$ cat src/rtl/instr_fetch_unit_if.sv
// Fetch-unit bus bundle: instruction memory port, redirect request and the
// decode-side valid/ready channel. The fetch unit uses the master view.
interface instr_fetch_unit_if #(
   parameter int IMEM_ADDR_W = 4
);
   logic [IMEM_ADDR_W-1:0] imem_addr;
   logic [7:0]             imem_rdata;
   logic                   br_valid;
   logic [IMEM_ADDR_W-1:0] br_target;
   logic                   out_valid;
   logic [7:0]             out_instr;
   logic [IMEM_ADDR_W-1:0] out_pc;
   logic                   out_ready;
   logic                   halted;

   modport master (
      output imem_addr, out_valid, out_instr, out_pc, halted,
      input  imem_rdata, br_valid, br_target, out_ready
   );

   modport slave (
      input  imem_addr, out_valid, out_instr, out_pc, halted,
      output imem_rdata, br_valid, br_target, out_ready
   );
endinterface

$ cat src/rtl/instr_fetch_unit.sv
// Instruction fetch front end: owns the PC, buffers fetched bytes in a
// 2-entry FIFO toward decode, handles redirect/flush and HALT opcode stop.
module instr_fetch_unit #(
   parameter int         IMEM_ADDR_W = 4,
   parameter logic [7:0] HALT_OP     = 8'hFF
) (
   input logic                clk,
   input logic                reset_n,
   instr_fetch_unit_if.master bus
);

   typedef enum logic [0:0] {ST_RUN = 1'b0, ST_HALT = 1'b1} state_e;

   localparam logic [IMEM_ADDR_W-1:0] PC_ONE = {{(IMEM_ADDR_W-1){1'b0}}, 1'b1};

   state_e                 state_q, state_d;
   logic [IMEM_ADDR_W-1:0] pc_q, pc_d;
   logic [1:0]             count_q, count_d;
   logic [7:0]             head_instr_q, head_instr_d;
   logic [IMEM_ADDR_W-1:0] head_pc_q, head_pc_d;
   logic [7:0]             tail_instr_q, tail_instr_d;
   logic [IMEM_ADDR_W-1:0] tail_pc_q, tail_pc_d;

   logic                   pop_s;
   logic                   push_s;
   logic                   out_valid_s;
   logic [7:0]             out_instr_s;
   logic [IMEM_ADDR_W-1:0] out_pc_s;
   logic                   halted_s;

   // Handshake qualifiers; a redirect suppresses the fetch in its cycle.
   always_comb begin
      pop_s  = (count_q != 2'd0) && bus.out_ready;
      push_s = (state_q == ST_RUN) && !bus.br_valid && ((count_q < 2'd2) || pop_s);
   end

   // State register.
   always_ff @(posedge clk or negedge reset_n) begin
      if (!reset_n) begin
         state_q <= ST_RUN;
      end else begin
         state_q <= state_d;
      end
   end

   // Next-state logic: redirect always returns to RUN, fetching HALT_OP stops.
   always_comb begin
      state_d = state_q;
      case (state_q)
         ST_RUN: begin
            if (!bus.br_valid && push_s && (bus.imem_rdata == HALT_OP)) begin
               state_d = ST_HALT;
            end else begin
               state_d = ST_RUN;
            end
         end
         ST_HALT: begin
            if (bus.br_valid) begin
               state_d = ST_RUN;
            end else begin
               state_d = ST_HALT;
            end
         end
         default: state_d = ST_RUN;
      endcase
   end

   // Output logic: head entry is exposed only while valid, zero otherwise.
   always_comb begin
      out_valid_s = (count_q != 2'd0);
      halted_s    = (state_q == ST_HALT);
      if (out_valid_s) begin
         out_instr_s = head_instr_q;
         out_pc_s    = head_pc_q;
      end else begin
         out_instr_s = 8'h00;
         out_pc_s    = {IMEM_ADDR_W{1'b0}};
      end
   end

   // PC next value: redirect target, else sequential increment on fetch.
   always_comb begin
      if (bus.br_valid) begin
         pc_d = bus.br_target;
      end else if (push_s) begin
         pc_d = pc_q + PC_ONE;
      end else begin
         pc_d = pc_q;
      end
   end

   // FIFO next value; head is slot 0, a pop shifts the tail forward.
   always_comb begin
      head_instr_d = head_instr_q;
      head_pc_d    = head_pc_q;
      tail_instr_d = tail_instr_q;
      tail_pc_d    = tail_pc_q;
      count_d      = count_q;
      if (bus.br_valid) begin
         count_d = 2'd0;
      end else begin
         case ({push_s, pop_s})
            2'b10: begin
               if (count_q == 2'd0) begin
                  head_instr_d = bus.imem_rdata;
                  head_pc_d    = pc_q;
               end else begin
                  tail_instr_d = bus.imem_rdata;
                  tail_pc_d    = pc_q;
               end
               count_d = count_q + 2'd1;
            end
            2'b01: begin
               head_instr_d = tail_instr_q;
               head_pc_d    = tail_pc_q;
               count_d      = count_q - 2'd1;
            end
            2'b11: begin
               if (count_q == 2'd1) begin
                  head_instr_d = bus.imem_rdata;
                  head_pc_d    = pc_q;
               end else begin
                  head_instr_d = tail_instr_q;
                  head_pc_d    = tail_pc_q;
                  tail_instr_d = bus.imem_rdata;
                  tail_pc_d    = pc_q;
               end
            end
            default: count_d = count_q;
         endcase
      end
   end

   // Datapath registers: PC, occupancy and the two buffer slots.
   always_ff @(posedge clk or negedge reset_n) begin
      if (!reset_n) begin
         pc_q         <= {IMEM_ADDR_W{1'b0}};
         count_q      <= 2'd0;
         head_instr_q <= 8'h00;
         head_pc_q    <= {IMEM_ADDR_W{1'b0}};
         tail_instr_q <= 8'h00;
         tail_pc_q    <= {IMEM_ADDR_W{1'b0}};
      end else begin
         pc_q         <= pc_d;
         count_q      <= count_d;
         head_instr_q <= head_instr_d;
         head_pc_q    <= head_pc_d;
         tail_instr_q <= tail_instr_d;
         tail_pc_q    <= tail_pc_d;
      end
   end

   assign bus.imem_addr = pc_q;
   assign bus.out_valid = out_valid_s;
   assign bus.out_instr = out_instr_s;
   assign bus.out_pc    = out_pc_s;
   assign bus.halted    = halted_s;

endmodule

$ cat src/flat_wrapper.sv
// flat-port wrapper written by rule: the top's interface ports become plain ports
module instr_fetch_unit_flat 
#(
   parameter int         IMEM_ADDR_W = 4,
   parameter logic [7:0] HALT_OP     = 8'hFF
)
  (clk, reset_n, bus_imem_addr, bus_out_valid, bus_out_instr, bus_out_pc, bus_halted, bus_imem_rdata, bus_br_valid, bus_br_target, bus_out_ready);
  instr_fetch_unit_if #(.IMEM_ADDR_W(IMEM_ADDR_W)) bus_i ();
  input logic clk;
  input logic reset_n;
  output wire logic [$bits(bus_i.imem_addr)-1:0] bus_imem_addr;
  output wire logic [$bits(bus_i.out_valid)-1:0] bus_out_valid;
  output wire logic [$bits(bus_i.out_instr)-1:0] bus_out_instr;
  output wire logic [$bits(bus_i.out_pc)-1:0] bus_out_pc;
  output wire logic [$bits(bus_i.halted)-1:0] bus_halted;
  input wire logic [$bits(bus_i.imem_rdata)-1:0] bus_imem_rdata;
  input wire logic [$bits(bus_i.br_valid)-1:0] bus_br_valid;
  input wire logic [$bits(bus_i.br_target)-1:0] bus_br_target;
  input wire logic [$bits(bus_i.out_ready)-1:0] bus_out_ready;
  assign bus_imem_addr = bus_i.imem_addr;
  assign bus_out_valid = bus_i.out_valid;
  assign bus_out_instr = bus_i.out_instr;
  assign bus_out_pc = bus_i.out_pc;
  assign bus_halted = bus_i.halted;
  assign bus_i.imem_rdata = bus_imem_rdata;
  assign bus_i.br_valid = bus_br_valid;
  assign bus_i.br_target = bus_br_target;
  assign bus_i.out_ready = bus_out_ready;
  instr_fetch_unit #(.IMEM_ADDR_W(IMEM_ADDR_W), .HALT_OP(HALT_OP)) u_core (.clk(clk), .reset_n(reset_n), .bus(bus_i));
endmodule
$ cat config.mk
export PLATFORM = sky130hd
export DESIGN_NAME = instr_fetch_unit_flat
export DESIGN_NICKNAME = d
export VERILOG_FILES = /design/src/rtl/instr_fetch_unit_if.sv /design/src/rtl/instr_fetch_unit.sv /design/src/flat_wrapper.sv
export SDC_FILE = /design/constraint.sdc
export NUM_CORES = 1
export LEC_CHECK = 0
export ABC_AREA = 1
export CAP_MARGIN = 30
export CORE_MARGIN = 2
export CORE_UTILIZATION = 56
export DETAILED_ROUTE_END_ITERATION = 16
export PLACE_DENSITY = 0.84
export SYNTH_ARGS = -nofsm -noshare
export SYNTH_HDL_FRONTEND = slang
export SYNTH_SLANG_ARGS = --single-unit
$ cat constraint.sdc
create_clock -name clk -period 3.51 [get_ports clk]
set_clock_uncertainty 0.15 [all_clocks]
set_input_delay 0.351 -clock clk [delete_from_list [all_inputs] [get_ports clk]]
set_output_delay 0.351 -clock clk [all_outputs]
set_load 0.01 [all_outputs]
Yosys cells after proc, flatten, opt, wreduce, memory -nomap -nowiden
Cells that the tools add are included.
Storage, ports and cells
  register bits after elaboration: 31
  input bits: 16
  logic and storage cells: 57
Cells by class
  $add $sub $neg: 3
  order comparisons: 1
  equal/unequal tests: 8
  muxes and demuxes: 21
  bitwise gates (word level): 2
  reduce and logical (&&, ||, !) cells: 15
Operator list (number)
  $mux W8: 5
  $mux W4: 7
  $pmux W8 S3: 1
  $pmux W8 S2: 1
  $pmux W4 S3: 1
  $eq A8 B8 Y1 const B: 1
  $pmux W4 S2: 1
  $reduce_bool A2 Y1: 3
  $reduce_bool A3 Y1: 2
  $logic_and A1 B1 Y1: 5
  $add A4 B1 Y4 const B: 1
  $eq A2 B1 Y1 const B: 2
  $eq A2 B2 Y1 const B: 2
  $ne A2 B2 Y1 const B: 2
  $pmux W2 S2: 1
  $reduce_and A4 Y1: 1
  $reduce_and A3 Y1: 1
  $add A2 B1 Y2 const B: 1
  $logic_not A2 Y1: 1
  $lt A2 B2 Y1 const B: 1
  $mux W1: 2
  $mux W2: 1
  $ne A2 B1 Y1 const B: 1
  $not A1 Y1: 2
  4 further kinds: 4

Logic depth before layout (Yosys ltp)
  depth after elaboration: 8
  depth in mapped cells: 10
  gate-level depth less buffers: 9

Least setup slack after synthesis
OpenSTA, ideal clock, no wires.
  kind: flip-flop to flip-flop
  from: reg u_core.count_q[1]
  to: reg u_core.tail_instr_q[0]
  setup time: 0.118 ns
  arrival time: 1.510 ns
  data required time: 3.242 ns
  slack: 1.732 ns
  cell stages (with the launch flop): 10
  path buffers: 1
  cells stage by stage: dfrtp_1 > inv_1 > ha_1 > inv_2 > nand2_2 > a21oi_4 > nand3_2 > buf_2 > nand2_1 > nand2_1
On the way
  cells in the longest elaborated chain, start to end: 7
  elaborated cells on any way between the ends: 14
RTL lines
  from (decl): line instr_fetch_unit.sv:18  | logic [1:0] count_q, count_d;
  from (signal assigned): line instr_fetch_unit.sv:145  | count_q <= count_d;
  branches (longest 7 deep; another with $lt A2 B2 Y1)
  to (signal assigned): line instr_fetch_unit.sv:148  | tail_instr_q <= tail_instr_d;
  to (decl): line instr_fetch_unit.sv:21  | logic [7:0] tail_instr_q, tail_instr_d;
Parallel ways; which one is timed is not known.
A chain may end at the register's enable or synchronous reset.

Worst setup path in the final report
Ends and elaborated chain as after synthesis.

==> flow_summary.yaml <==
logic_synthesis:
  ys_seq_area_share_pct: 40.3
  synth.avg_cell_area_sq_um: 6.60
  synth.area.mux_share_pct: 0
  ys_seq_elements: 31
  synth_top_family_by_area: "simple AND/OR/NAND/NOR gates"
  synthAdderAreaFrac_pct: 1.95
  synth_nets: 311
  syn-instance-count: 292
  mappedNetlistArea_sq_mm: 0.00193
  synth_simple_gate_area_share_pct: 47.3
  synthXorXnorAreaFrac_pct: 0
  ys_warn_count: 0
  yosys.cell_types.count: 20
  synth-compound-area-share_pct: 2.34
route:
  postRouteWirelength_um: 4470
  avgRoutedWirePerCell_um: 12.2
  drcViolationCount: 0
  drt.antenna.violating_nets: 0
  vias: 1930
  viasPerCell: 5.27
  first_pass_iters: 4
  drtIter0Drc: 103
die:
  coreArea_sq_mm: 0.00331
  die_y_um: 62.7
  pin_count: 34
  start_util_pct: 58.2
  dieWidth_um: 62.7
  dieArea_sq_mm: 0.00393
  row_count: 21
placed_design:
  placed_area_sq_mm: 0.00225
  placedCellCount: 358
  globalplace.congestion: 0.876
  place_ws_ps: 796
  port_buffers: 33
  dp_hpwl_um: 3230
worst_setup_path:
  end_kind: "register"
  critPathRequiredTime_ps: 3620
  critPathBufInv: 1
  crit_type: "reg -> reg"
  startpoint_type: "register"
  path_cells: "inv_1 > ha_1 > nor2_2 > nand3_1 > nand3_2 > nand2_1 > nand2_1"
  cpPeakStageDelay_ps: 570
  crit_cells: 7
  crit_arrival_ps: 2910
  cp_max_fo: 16
  cp_common_cell: "nand2_1"
  cpLargestDelayFamily: "simple AND/OR/NAND/NOR gates"
  rr_worst_depth: 7
  cpMaxStageDelayCell: "nor2_2"
layout:
  final_nets: 338
  syn2layout_area_growth_pct: 20.5
  final_cell_area_sq_mm: 0.00232
  finalNonFillerCells: 366
  register_area_sq_um: 776
  fillers: 297
  diodes: 0
  multiInputGateArea_sq_um: 995
  drive_above_1_share_pct: 5.94
grt:
  grt_pass1_vias: 1749
  track_usage_pct: 25.1
  grt_pass1_wl_um: 8070
  overflow: 0
  antenna_found_initial: 0
  grt_max_degree: 32
timing:
  hold_viol_final: 0
  setup-tns-final_ps: 0
  grt_setup_unrepaired: "false"
  layout_setup_ws_ps: 709
  setup_violations: 0
  relSlewSlack_pct: 53.8
  tightest_slew_ps: 690
  slew_violations: 0
  fin_crit_ps: 2800
  fmax_ghz: 0.357
  min_period_over_period_pct: 79.8
clocking:
  cts.clk_slew.worst_paths_ps: 100
  ctsResizeCount: 0
  cts_tree: "done"
  clock_latency_ps: 320
  htreeDepth: 2
  cts.sinks: 31
  cts_setup_buffers: 0
  cts_max_path_buffers: 2
  cts_root_buffer: "clkbuf_4"
  cts_hold_buf: 0
  numCtsBuffers: 5
power:
  peakVddDrop_v: 0.000386
  power_mw: 1.76
  leakagePower_nw: 1.20
  pwr_density_cell_mw_per_mm2: 759
min_path:
  hp-class: "in -> async"
job:
  cap_violations: 0
run_status:
  status: "complete, no violations"
-- power breakdown --
group | internal [mW] | switching [mW] | total [mW]
combinational | 0.363 | 0.523 | 0.886
sequential | 0.509 | 0.132 | 0.641
clock | 0.118 | 0.116 | 0.234
total | 0.990 | 0.772 | 1.76
-- synth_stat cells --
master	count	share of area (%)
buf_2	7	1.8
nand3_1	34	8.8
buf_6	1	0.58
ha_1	3	1.9
nand4_1	16	5.2
nor2_2	2	0.65
nand2_1	145	28
inv_2	1	0.19
a21oi_4	1	0.84
nand2_2	2	0.65
dfrtp_1	31	40
inv_1	19	3.7
o21ai_0	4	1.0
nand3_2	1	0.52
clkinv_2	1	0.26
or2_2	1	0.32
nor2_1	15	2.9
a21oi_2	1	0.45
buf_4	1	0.39
clkbuf_1	6	1.2
-- path summary, 6_finish.rpt --
kind                            slack [ps]              startpoint                endpoint
worst max register to register         710       u_core.count_q[1]  u_core.tail_instr_q[0]
worst min register to register         330  u_core.head_instr_q[4]  u_core.head_instr_q[4]
max in group asynchronous             2650                 reset_n  u_core.head_instr_q[2]
min in group clk                       330  u_core.head_instr_q[4]  u_core.head_instr_q[4]
worst max-delay path                   710       u_core.count_q[1]  u_core.tail_instr_q[0]
worst min-delay path                   270                 reset_n       u_core.count_q[1]
-- kinds of logic after synthesis --
| group | count (synthesis) |
|---|---|
| adders and majority gates | 3 |
| AOI/OAI and AO/OA | 6 |
| DFF | 31 |
| and+or+nand+nor | 216 |
| buffers and inverters | 36 |
-- flip-flops by register name, summed over array words and instances, names as in the netlist --
register / flops
u_core.tail_instr_q: 8
u_core.bus.imem_addr: 4
u_core.count_q: 2
u_core.bus.halted: 1
u_core.tail_pc_q: 4
u_core.head_pc_q: 4
u_core.head_instr_q: 8
-- worst register-to-register path, cell delays in order, from the launching register on --
cell     delay (ps)
dfrtp_1         420
inv_1           120
ha_1            380
nor2_2          570
nand3_1         550
nand3_2         380
nand2_1         100
nand2_1          70
-- through the flow --
step	hold slack, ps	util (%)
global placement	310	68.1
finish	266	70.1
global route	300	70.1
detailed placement	315	68.1
floorplan	-94.6	-
CTS	276	70.1
-- layout make-up --
cell class	count	area share [%]
multi-input cells	225	42.8
flip-flops and latches	31	33.4
repair buffers	35	14.9
inverters	21	3.45
clock buffers	8	2.96
well taps	46	2.48
-- cell usage in the layout (no fill, tap or decap), types with 3 or more instances in the layout --
master           count
nand2_1            145
nor2_1              15
dfrtp_1             31
inv_1               19
o21ai_0              4
nand3_1             34
clkdlybuf4s50_1     33
clkbuf_4             5
nand4_1             16
ha_1                 3
-- per-layer routing --
layer	global-route usage, %	wire (um)	part of all wire [%]	vias up
li1	-	-	-	977
met1	34.7	2050	46	886
met2	42.3	2090	47	61
met3	3.96	280	6.3	6
met4	4.44	46	1.0	0
met5	0	0	0	-
No activity file was read; power rests on OpenSTA's default activity.
